### config.mk
export PLATFORM = sky130hd
export DESIGN_NAME = mold_seq_ctrl
export DESIGN_NICKNAME = d
export VERILOG_FILES = /design/src/rtl/mold_seq_ctrl.sv
export SDC_FILE = /design/constraint.sdc
export NUM_CORES = 1
export LEC_CHECK = 0
export ABC_CLOCK_PERIOD_IN_PS = 13000
export CORE_AREA = 2 2 228 230
export DETAILED_ROUTE_END_ITERATION = 16
export DIE_AREA = 0 0 230 232
export PLACE_DENSITY = 0.63
export RECOVER_POWER = 50
export SYNTH_ARGS = -nofsm -noshare
export SYNTH_HDL_FRONTEND = slang
export SYNTH_SLANG_ARGS = --single-unit
### constraint.sdc
create_clock -name clk -period 13 [get_ports clk]
set_input_delay 1.95 -clock clk [delete_from_list [all_inputs] [get_ports clk]]
set_output_delay 1.95 -clock clk [all_outputs]
set_load 0.1 [all_outputs]
### src/rtl/mold_seq_ctrl.sv
// MoldUDP64 sequence controller: locks the session, classifies each packet header against the
// expected sequence number, gates extracted message beats and raises retransmit requests.
module mold_seq_ctrl #(
   parameter int SID_W = 80,
   parameter int SEQ_W = 64,
   parameter int ML_W  = 16
) (
   input  logic             clk,
   input  logic             nreset,
   input  logic             hdr_v_i,
   input  logic [SID_W-1:0] hdr_sid_i,
   input  logic [SEQ_W-1:0] hdr_seq_i,
   input  logic [ML_W-1:0]  hdr_cnt_i,
   input  logic             msg_v_i,
   input  logic             msg_start_i,
   input  logic             pkt_end_i,
   output logic             msg_keep_o,
   output logic             gap_v_o,
   output logic [SEQ_W-1:0] gap_seq_o,
   output logic [ML_W-1:0]  gap_cnt_o,
   input  logic             gap_ready_i,
   output logic             gap_lost_o,
   output logic             sid_err_o,
   output logic             eos_o,
   output logic [SEQ_W-1:0] expected_seq_o
);

   localparam logic [1:0] WAIT_HDR = 2'd0;
   localparam logic [1:0] FWD      = 2'd1;
   localparam logic [1:0] DROP     = 2'd2;
   localparam logic [1:0] END      = 2'd3;

   localparam logic [ML_W-1:0]  CNT_EOS = {ML_W{1'b1}};
   localparam logic [ML_W-1:0]  CNT_SAT = {{(ML_W-1){1'b1}}, 1'b0};
   localparam logic [SEQ_W-1:0] SAT_EXT = {{(SEQ_W-ML_W){1'b0}}, CNT_SAT};

   logic [1:0]       state_q, hdr_state, state_d;
   logic             locked_q, keep_q;
   logic [SID_W-1:0] sid_q;
   logic [SEQ_W-1:0] exp_q, exp_d;
   logic [ML_W-1:0]  skip_q, skip_d;

   logic [SEQ_W-1:0] cnt_ext, ref_seq, seq_end, diff_fwd, diff_back;
   logic [ML_W-1:0]  gap_cnt_d;
   logic             sid_ok, hdr_act, new_gap, sid_err_d, eos_d;
   logic             start_beat, keep_now, gap_acc;

   // Before lock the header itself defines the reference, so the first packet is always in order.
   always_comb begin
      cnt_ext   = {{(SEQ_W-ML_W){1'b0}}, hdr_cnt_i};
      ref_seq   = locked_q ? exp_q : hdr_seq_i;
      sid_ok    = !locked_q || (hdr_sid_i == sid_q);
      seq_end   = hdr_seq_i + cnt_ext;
      diff_fwd  = hdr_seq_i - ref_seq;
      diff_back = ref_seq - hdr_seq_i;
      gap_cnt_d = (diff_fwd > SAT_EXT) ? CNT_SAT : diff_fwd[ML_W-1:0];
      hdr_act   = hdr_v_i && (state_q != END);
   end

   always_comb begin
      hdr_state = state_q;
      exp_d     = exp_q;
      skip_d    = skip_q;
      new_gap   = 1'b0;
      sid_err_d = 1'b0;
      eos_d     = 1'b0;
      if (hdr_act) begin
         exp_d  = ref_seq;
         skip_d = '0;
         if (!sid_ok) begin
            sid_err_d = 1'b1;
            hdr_state = DROP;
         end else if (hdr_cnt_i == CNT_EOS) begin
            eos_d     = 1'b1;
            hdr_state = END;
         end else if (hdr_seq_i == ref_seq) begin
            hdr_state = FWD;
            exp_d     = seq_end;
         end else if (hdr_seq_i > ref_seq) begin
            new_gap   = 1'b1;
            hdr_state = FWD;
            exp_d     = seq_end;
         end else if (seq_end <= ref_seq) begin
            hdr_state = DROP;
         end else begin
            hdr_state = FWD;
            skip_d    = diff_back[ML_W-1:0];
            exp_d     = seq_end;
         end
      end
      state_d = hdr_state;
      if (pkt_end_i && (hdr_state == FWD || hdr_state == DROP))
         state_d = WAIT_HDR;
   end

   always_comb begin
      start_beat = msg_v_i && msg_start_i;
      keep_now   = start_beat ? (skip_q == '0) : keep_q;
      msg_keep_o = (state_q == FWD) && msg_v_i && keep_now;
      gap_acc    = gap_v_o && gap_ready_i;
   end

   assign expected_seq_o = exp_q;

   always_ff @(posedge clk or negedge nreset) begin
      if (!nreset) begin
         state_q    <= WAIT_HDR;
         locked_q   <= 1'b0;
         sid_q      <= '0;
         exp_q      <= '0;
         skip_q     <= '0;
         keep_q     <= 1'b0;
         gap_v_o    <= 1'b0;
         gap_seq_o  <= '0;
         gap_cnt_o  <= '0;
         gap_lost_o <= 1'b0;
         sid_err_o  <= 1'b0;
         eos_o      <= 1'b0;
      end else begin
         state_q   <= state_d;
         exp_q     <= exp_d;
         sid_err_o <= sid_err_d;
         eos_o     <= eos_o | eos_d;
         if (hdr_act && !locked_q) begin
            locked_q <= 1'b1;
            sid_q    <= hdr_sid_i;
         end
         if (hdr_act) begin
            skip_q <= skip_d;
            keep_q <= 1'b0;
         end else if (state_q == FWD && start_beat) begin
            keep_q <= (skip_q == '0);
            if (skip_q != '0)
               skip_q <= skip_q - 1'b1;
         end
         // A pending request wins over a new gap unless it is being accepted this cycle.
         gap_lost_o <= new_gap && gap_v_o && !gap_ready_i;
         if (new_gap && (!gap_v_o || gap_ready_i)) begin
            gap_v_o   <= 1'b1;
            gap_seq_o <= ref_seq;
            gap_cnt_o <= gap_cnt_d;
         end else if (gap_acc) begin
            gap_v_o <= 1'b0;
         end
      end
   end

endmodule

# Word level (Yosys, flattened, before mapping)
# Index checks and enable logic that the tools add are counted.
[totals]
inputBits = 167
elab_cells = 87
register_bits = 248
out_inout_bits = 149
[op_classes]
order_cmp = 3
n_reduce_logical = 23
addsub = 4
mux = 37
n_bitwise = 1
eq_ne = 7
[ops]
columns = ["operator", "count"]
rows = [
  ["64-bit 2-to-1 mux", 6],
  ["16-bit 2-to-1 mux", 9],
  ["80-bit == test", 1],
  ["64-bit by 16-bit adder with 64-bit output", 1],
  ["64-bit == test", 1],
  ["64-bit by 16-bit greater-than comparator with 1-bit output, second input constant", 1],
  ["64-bit greater-than comparator", 1],
  ["64-bit <= comparator", 1],
  ["64-bit subtractor", 1],
  ["16-bit == test, second input constant", 1],
  ["16-bit zero test", 1],
  ["16-bit nonzero test", 1],
  ["16-bit by 1-bit subtractor with 16-bit output, second input constant", 1],
  ["16-bit subtractor", 1],
  ["1-bit 2-to-1 mux", 15],
  ["2-bit 2-to-1 mux", 7],
  ["1-bit logical AND", 11],
  ["2-bit nonzero test", 3],
  ["2-bit by 1-bit == test with 1-bit output, second input constant", 2],
  ["1-bit zero test", 3],
  ["1-bit logical OR", 3],
  ["2-bit == test, second input constant", 1],
  ["2-bit inequality test, second input constant", 1],
  ["2-bit AND reduction", 1],
  ["1-bit OR", 1],
]

# Longest topological paths before layout
# Gate-level depths: netlist (run 1).
[depth]
ltp_word = 12
depth_mapped = 25
ltp_nobuf = 23

# Worst setup path before layout (run 1)
# Ideal clock, no wire load.
[synth_timing]
path_kind = "in2reg"
start = "in hdr_seq_i[10]"
end = "reg exp_q[15], in the netlist expected_seq_o[15]"
slack_ns = 6.288
setup_ns = 0.126
path_buffers = 3
cell_stages = 24
arrival_time_ns = 6.586
t_required_ns = 12.874
cell_sequence = "ha_1 > and3_1 > nand2_1 > nor4b_1 > o21ai_0 > a21o_1 > or4_1 > clkbuf_1 > nor2_1 > xor2_1 > ha_1 > a21o_1 > a21o_1 > a21o_1 > a21o_1 > a21oi_1 > o22ai_1 > o22ai_1 > o31a_1 > a21o_1 > clkbuf_1 > clkbuf_1 > nor2_1 > a221o_1"
[synth_between]
elab_chain_len = 7
elab_cells_between_ends = 10
[synth_lines]
columns = ["item", "line_no", "source"]
rows = [
  ["start, declared", "12", "input logic [SEQ_W-1:0] hdr_seq_i,"],
  ["64-bit by 16-bit adder with 64-bit output or 64-bit 2-to-1 mux (tied branches)", "53, 51", ""],
  ["64-bit <= comparator", "83", "end else if (seq_end <= ref_seq) begin"],
  ["64-bit 2-to-1 mux", "83", ""],
  ["64-bit 2-to-1 mux", "79", "end else if (hdr_seq_i > ref_seq) begin"],
  ["64-bit 2-to-1 mux (*)", "76", "end else if (hdr_seq_i == ref_seq) begin"],
  ["64-bit 2-to-1 mux (*)", "73", "end else if (hdr_cnt_i == CNT_EOS) begin"],
  ["64-bit 2-to-1 mux (*)", "70", "if (!sid_ok) begin"],
  ["end signal, assigned", "121", "exp_q <= exp_d;"],
  ["end, declared", "40", "logic [SEQ_W-1:0] exp_q, exp_d;"],
]
# Every way passes the cells marked *; elsewhere a longest branch is shown, timed or not.
# A chain may end at the register's enable or synchronous reset.

# Worst setup path in the final report (run 1)
[layout_timing]
start = "in hdr_seq_i[1]"
end = "reg exp_q[48], in the netlist expected_seq_o[48]"
# The elaborated chain is that of the path after synthesis.

==> impl_metrics.yaml, run 1 <==
timing:
  max_freq_mhz: 111
  hold_ws_ps: 473
  fin_ws_ps: 4020
  slew_headroom_pct: -266
  min_period_over_period_pct: 69.0
  slew_viol_final: 197
  fin_skew_ps: 17.9
  period_needed_ps: 8980
  finalSetupViolations: 0
  worst_pin_slew_ps: 5490
  fin_tns_setup_ps: 0
  finalHoldViolations: 0
  rsz0062_at_grt: "no"
synth:
  ys.flop_type: "dfrtp_1"
  synth_compound_area_share_pct: 19.8
  synth_xor_area_share_pct: 8.65
  postSynthCellCount: 2346
  synth_seq_cells: 248
  yosysUniqueCellTypes: 84
  yosysSeqAreaShare_pct: 30.6
  synth_nets: 2676
  synth_edf_count: 0
  synthMuxAreaShare_pct: 7.88
  synthArstFlopShare_pct: 100
  ys_warn_count: 0
  synth.avg_cell_area_um2: 8.63
  synth-simple-area-share_pct: 19.3
  synth.cell_area_um2: 20200
  synthAdderAreaFrac_pct: 10.2
  synth_top_family_by_area: "compound AO/OA/AOI/OAI gates"
final_layout:
  nNetsFinal: 2926
  drive_gt1_share_pct: 7.22
  area_delta_synth_final_pct: 23.3
route:
  vias_per_cell: 5.72
  ant_nets: 0
  wire_per_inst_um: 21.3
  first_pass_iters: 5
  drc: 0
  drt_iter0_markers: 1339
  vias: 18900
  routed_wl_um: 70400
cts:
  tritoncts: "yes"
  clockBufferDepth: 3
  postCtsHoldBufs: 0
  cts_setup_buffers: 0
  clk_pin_slew_ps: 60
  cts-root-buf: "clkbuf_16"
  clk_latency_ps: 600
  htree_levels: 1
  cts_resized: 0
  clkSinkCount: 248
  cts_inserted_buffers: 30
placed_design:
  dp_hpwl_um: 55500
  port_buffers: 315
  dp_slack_ps: 3670
  gp_congestion: 0.942
setup_path:
  worstSetupEndpoint: "expected_seq_o[48]$_DFFE_PN0P_"
  path_cells: "clkdlybuf4s50_1 -> ha_1 -> a21o_1 -> a21o_1 -> a211oi_1 -> nor4b_1 -> o21ai_0 -> a21oi_1 -> nand4_1 -> nor2_1 -> xor2_1 -> ha_1 -> a21o_1 -> a21o_1 -> a21o_1 -> a21o_1 -> a21oi_1 -> o21ai_0 -> o22ai_1 -> o31a_1 -> a21o_4 -> buf_4 -> a21o_1 -> a221oi_1"
  start_kind: "primary input"
  critPathCaptureType: "flip-flop"
  path_delay_family: "compound AO/OA/AOI/OAI gates"
  r2r_slack_ps: 6000
  cpMaxStageDelayCell: "a21oi_1"
  path_class: "primary input to flip-flop"
  required_ps: 13410
  cp_max_fo: 91
  max_stage_delay_ps: 810
  cp_num_buf_inv: 2
  timing.rr.start: "locked_q$_DFFE_PN0P_"
  critPathLaunch: "hdr_seq_i[1]"
  r2r_end: "expected_seq_o[48]$_DFFE_PN0P_"
  ff2ff_path_depth: 15
  crit_path_frequent_cell: "a21o_1"
  critPathArrivalTime_ps: 9390
  worstSetupPathDepth: 24
floorplanning:
  rows: 83
  die_h_um: 232
  core_um2: 50900
  start_util_pct: 39.8
  fp.dieArea_um2: 53400
  die_x_um: 230
  io_pins: 316
global_routing:
  grt_overflow: 0
  use_met2_pct: 42.3
  use_met3_pct: 5.55
  grtUsageMet1_pct: 35.0
  first_global_vias: 18800
  grt_pass1_wl_um: 110000
  grt_usage_pct: 25.9
  grt_start_max_net_pins: 157
  grt.busiest_layer: "met2"
  antenna_found_initial: 2
min_path:
  hp-class: "flip-flop to flip-flop"
  hold_start: "gap_seq_o[55]$_DFFE_PN0P_"
power:
  leakage_nw: 11.0
  pwr_density_cell_nw_per_um2: 242
  ir_worst_vdd_mv: 0.125
outcome:
  outcome: "finished with violations"
  violations: "capacitance limit, slew limit"
job:
  cap_violations: 5
==> synthesized netlist by cell type, types with 7 or more instances <==
cell type | count | area, um2
inv_1 | 65 | 244
and3_1 | 24 | 150
or3_1 | 16 | 100
nor4_1 | 34 | 213
o21ai_0 | 145 | 726
nor3_1 | 35 | 175
o21bai_1 | 15 | 113
a211oi_1 | 14 | 105
a31oi_1 | 9 | 56.3
buf_2 | 9 | 45.0
a21oi_1 | 136 | 681
clkbuf_1 | 77 | 289
nand4_1 | 74 | 463
or2_2 | 13 | 81.3
mux2_2 | 83 | 935
mux2i_1 | 66 | 661
dfrtp_1 | 248 | 6210
nor2b_1 | 12 | 75.1
a21o_1 | 65 | 488
o211ai_1 | 18 | 135
a221oi_1 | 11 | 96.3
nand2b_1 | 21 | 131
o22ai_1 | 12 | 75.1
a21oi_4 | 11 | 179
and4_1 | 7 | 61.3
nand2_1 | 271 | 1020
and2_1 | 42 | 263
o31ai_1 | 41 | 308
ha_1 | 160 | 2000
nand3_1 | 41 | 205
buf_1 | 9 | 33.8
nor2_1 | 206 | 773
a221o_1 | 16 | 160
xor2_1 | 70 | 613
xnor2_1 | 130 | 1140
o2111ai_1 | 8 | 70.1
o21a_1 | 33 | 248
==> placed cells by master (no fill, tap or decap), types with 41 or more instances in the layout <==
cell and n:
xnor2_1 130, dfrtp_1 247, nand4_1 74, nand3_1 41, mux2_2 83, nand2_1 270
xor2_1 70, dlygate4sd3_1 69, inv_1 65, o21ai_0 145, a21oi_1 136, mux2i_1 66
and2_1 41, o31ai_1 41, nor2_1 205, clkdlybuf4s50_1 243, a21o_1 64, ha_1 160
==> routing by layer <==
layer  part of all wire (%)  vias to the layer above
li1                       -                     9003
met1                     45                     9210
met5                      0                        -
met3                    6.8                       83
met2                     46                      576
met4                    2.4                        0
==> logic make-up (layout without fill, tap and decap cells) <==
group	Yosys count	after routing
XOR/XNOR	200	200
AO/OA/AOI/OAI	596	596
other	0	2
buffers and inverters	172	445
flip-flops	248	248
multiplexers	149	149
adder cells (fa/ha/maj)	163	163
AND/OR/NAND/NOR	818	818
==> area by class of cell <==
type / count / area [um2]
Sequential cell: 248 / 6210
Inverter: 66 / 248
Timing Repair Buffer: 324 / 3210
Tap cell: 680 / 851
Clock buffer: 42 / 876
Clock inverter: 13 / 220
Antenna cell: 2 / 5.00
Multi-Input combinational cell: 1926 / 13300
Fill cell: 4952 / 25900
==> through the flow <==
step / power, mW / util, % / std cells / instance area, um2
after floorplan: 4.02 / - / 2346 / 20200
after global placement: 5.09 / 46.9 / 3244 / 23900
after detailed placement: 5.12 / 46.9 / 3244 / 23900
after CTS: 6.07 / 49.1 / 3299 / 25000
after global routing: 6.41 / 49.1 / 3300 / 25000
final: 6.04 / 49.1 / 3301 / 25000
==> worst min-delay path by stage <==
stage	cells after the start	slack (ps)	endpoint
after floorplan	2	490	keep_q$_DFFE_PN0P_
after global placement	2	460	gap_seq_o[55]$_DFFE_PN0P_
after detailed placement	1	470	eos_o$_DFF_PN0_
after CTS	1	480	eos_o$_DFF_PN0_
after global routing	1	500	eos_o$_DFF_PN0_
final	2	470	gap_seq_o[55]$_DFFE_PN0P_
==> flip-flops by register name (all words and copies together), names as in the netlist <==
signal,count
eos_o,1
expected_seq_o,64
gap_cnt_o,16
gap_lost_o,1
gap_seq_o,64
gap_v_o,1
keep_q,1
locked_q,1
sid_err_o,1
sid_q,80
skip_q,16
state_q,2
==> where the power goes <==
| part | internal (mW) | switching [mW] | total (mW) |
|---|---|---|---|
| registers | 0.992 | 0.183 | 1.18 |
| clock network | 0.568 | 0.353 | 0.922 |
| logic | 1.18 | 2.77 | 3.95 |
==> worst register-to-register path, cell delays in order (launching register included) <==
cell       delay (ps)
dfrtp_4           860
buf_4             730
mux2i_1           610
ha_1              440
a21oi_1           250
o21ai_0           190
a21oi_1           420
o2111ai_1         380
a32o_1            360
nor3_1            440
nand2b_1          170
inv_1             130
a21o_4            700
buf_4             550
a21o_1            420
a221oi_1          160
Power figures use the tool's default switching activity.
==> run 2, diff against run 1 <==
- ABC_CLOCK_PERIOD_IN_PS: 13000 -> 8200
- PLACE_DENSITY: 0.63 -> 0.65
- clock period: 13 -> 8.2 ns (I/O delays scaled with it)
==> impl_metrics.yaml, run 2 (same netlist as run 1, synthesis figures left out) <==
outcome:
  outcome: "finished with violations"
  violations: "capacitance limit, slew limit"
setup_path:
  max_stage_delay_ps: 710
  worstSetupEndpoint: "expected_seq_o[22]$_DFFE_PN0P_"
  required_ps: 8680
  critPathArrivalTime_ps: 7510
  cpMaxStageDelayCell: "or4_1"
  path_cells: "clkdlybuf4s50_1 -> ha_1 -> and3_1 -> nand2_1 -> nor4b_1 -> o21ai_0 -> a21o_1 -> or4_1 -> nor2_1 -> xor2_1 -> ha_1 -> a21o_1 -> a21o_1 -> a21o_1 -> a21o_1 -> a21oi_1 -> o22ai_1 -> o22ai_1 -> o31a_1 -> a21o_4 -> buf_12 -> nor3b_1 -> a221o_1"
  cp_max_fo: 52
  ff2ff_path_depth: 14
  r2r_end: "gap_cnt_o[2]$_DFFE_PN0P_"
  path_class: "primary input to flip-flop"
  critPathCaptureType: "flip-flop"
  start_kind: "primary input"
  r2r_slack_ps: 1590
  timing.rr.start: "locked_q$_DFFE_PN0P_"
  crit_path_frequent_cell: "a21o_1"
  critPathLaunch: "hdr_seq_i[11]"
power:
  leakage_nw: 11.0
  pwr-share-clk_pct: 14.3
  netSwitchingPower_mw: 5.23
  swShare_pct: 55.2
  power.total_mw: 9.47
  seqPwrFrac_pct: 19.6
  pwr_density_cell_nw_per_um2: 379
  combPwrFrac_pct: 66.1
  ir_worst_vdd_mv: 0.170
  p_int_mw: 4.24
global_routing:
  antenna_found_initial: 3
  grt_pass1_wl_um: 109000
  grt_start_max_net_pins: 146
  grt_usage_pct: 25.7
  first_global_vias: 18900
  grt_overflow: 0
cts:
  clk_pin_slew_ps: 60
  cts_resized: 0
  cts-root-buf: "clkbuf_16"
  clockBufferDepth: 3
  postCtsHoldBufs: 0
  htree_levels: 1
  tritoncts: "yes"
  clkSinkCount: 248
  clk_latency_ps: 610
  cts_setup_buffers: 0
  cts_inserted_buffers: 30
placed_design:
  gp_congestion: 1.01
  port_buffers: 315
  place_inst: 3259
  dp_hpwl_um: 55400
job:
  cap_violations: 4
final_layout:
  fin_cells: 3313
  area_delta_synth_final_pct: 23.4
  nNetsFinal: 2941
  drive_gt1_share_pct: 7.60
  largest_reg_flops: 80
  antenna_cells: 0
  final_common_cell: "nand2_1"
  largest_register: "sid_q"
  layout_common_cells: "nand2_1, dfrtp_1, clkdlybuf4s50_1"
route:
  ant_nets: 0
  top_layer: "met5"
  drt_iter0_markers: 1278
  routed_wl_um: 70100
  m1WireLength_um: 30600
  dr_wl_met3_um: 5280
  dr_wl_met2_um: 32200
  wire_per_inst_um: 21.2
  drc: 0
  vias_per_cell: 5.68
  first_pass_iters: 5
  vias: 18800
timing:
  finalSetupViolations: 0
  slew_headroom_pct: -149
  min_period_over_period_pct: 85.7
  period_needed_ps: 7030
  finalHoldViolations: 0
  slew_viol_final: 219
  max_freq_mhz: 142
  fin_tns_setup_ps: 0
  rsz0062_at_grt: "no"
  fin_skew_ps: 29.0
  worst_pin_slew_ps: 3730
floorplanning:
  core_um2: 50900
  die_x_um: 230
  die_h_um: 232
  io_pins: 316
  rows: 83
  fp.dieArea_um2: 53400
  start_util_pct: 39.8
min_path:
  hold_depth: 2
  hp-class: "flip-flop to flip-flop"
[run 2: cell types whose count changed in the layout (fill, tap and decap cells not counted), sizes merged]
cell      delta
clkinvlp     -1
clkbuf       +3
bufinv       -3
diode        -2
buf         +15
[run 2: routing by layer]
| metal | GRT usage [%] | vias to the layer above |
|---|---|---|
| met5 | 0 | - |
| met1 | 33.8 | 9090 |
| met2 | 42.3 | 568 |
| met3 | 6.27 | 108 |
| met4 | 6.67 | 4 |
| li1 | - | 9049 |
[run 2: worst min-delay path by stage]
stage | start | end | slack, ps
2_1_floorplan | keep_q$_DFFE_PN0P_ | keep_q$_DFFE_PN0P_ | 490
3_3_place_gp | eos_o$_DFF_PN0_ | eos_o$_DFF_PN0_ | 450
4_1_cts | gap_seq_o[53]$_DFFE_PN0P_ | gap_seq_o[53]$_DFFE_PN0P_ | 480
6_report | gap_seq_o[53]$_DFFE_PN0P_ | gap_seq_o[53]$_DFFE_PN0P_ | 470
5_1_grt | gap_seq_o[15]$_DFFE_PN0P_ | gap_seq_o[15]$_DFFE_PN0P_ | 500
3_5_place_dp | gap_seq_o[53]$_DFFE_PN0P_ | gap_seq_o[53]$_DFFE_PN0P_ | 470
[run 2: stage by stage]
step,utilization (%),setup slack [ps],hold slack [ps],cell area (um2)
6_report,49.1,1170,469,25000
5_1_grt,49.1,910,502,25000
4_1_cts,49.2,1360,483,25000
3_5_place_dp,47.2,763,470,24000
3_3_place_gp,47.2,933,454,24000
2_1_floorplan,-,2210,489,20200
[run 2: power by group through the flow]
stage / Sequential [mW] / Clock (mW) / Combinational [mW]
2_1_floorplan: 3.53 / 0 / 2.84
3_3_place_gp: 1.87 / 0 / 6.18
3_5_place_dp: 1.88 / 0 / 6.22
4_1_cts: 1.86 / 1.39 / 6.25
5_1_grt: 1.90 / 1.43 / 6.71
6_report: 1.86 / 1.36 / 6.25
[run 2: area by class of cell]
cell class	count	area, um2
Clock inverter	9	123
Inverter	66	248
Sequential cell	248	6210
Timing Repair Buffer	339	3340
Fill cell	4927	25900
Tap cell	680	851
Multi-Input combinational cell	1926	13300
Clock buffer	45	867
[run 2: critical path: cells and delay by family]
family                   cells  cell delay [ps]
adder cells (fa/ha/maj)      2              710
buffers and inverters        2              820
AND/OR/NAND/NOR              6             1670
AO/OA/AOI/OAI               12             2770
XOR/XNOR                     1              230
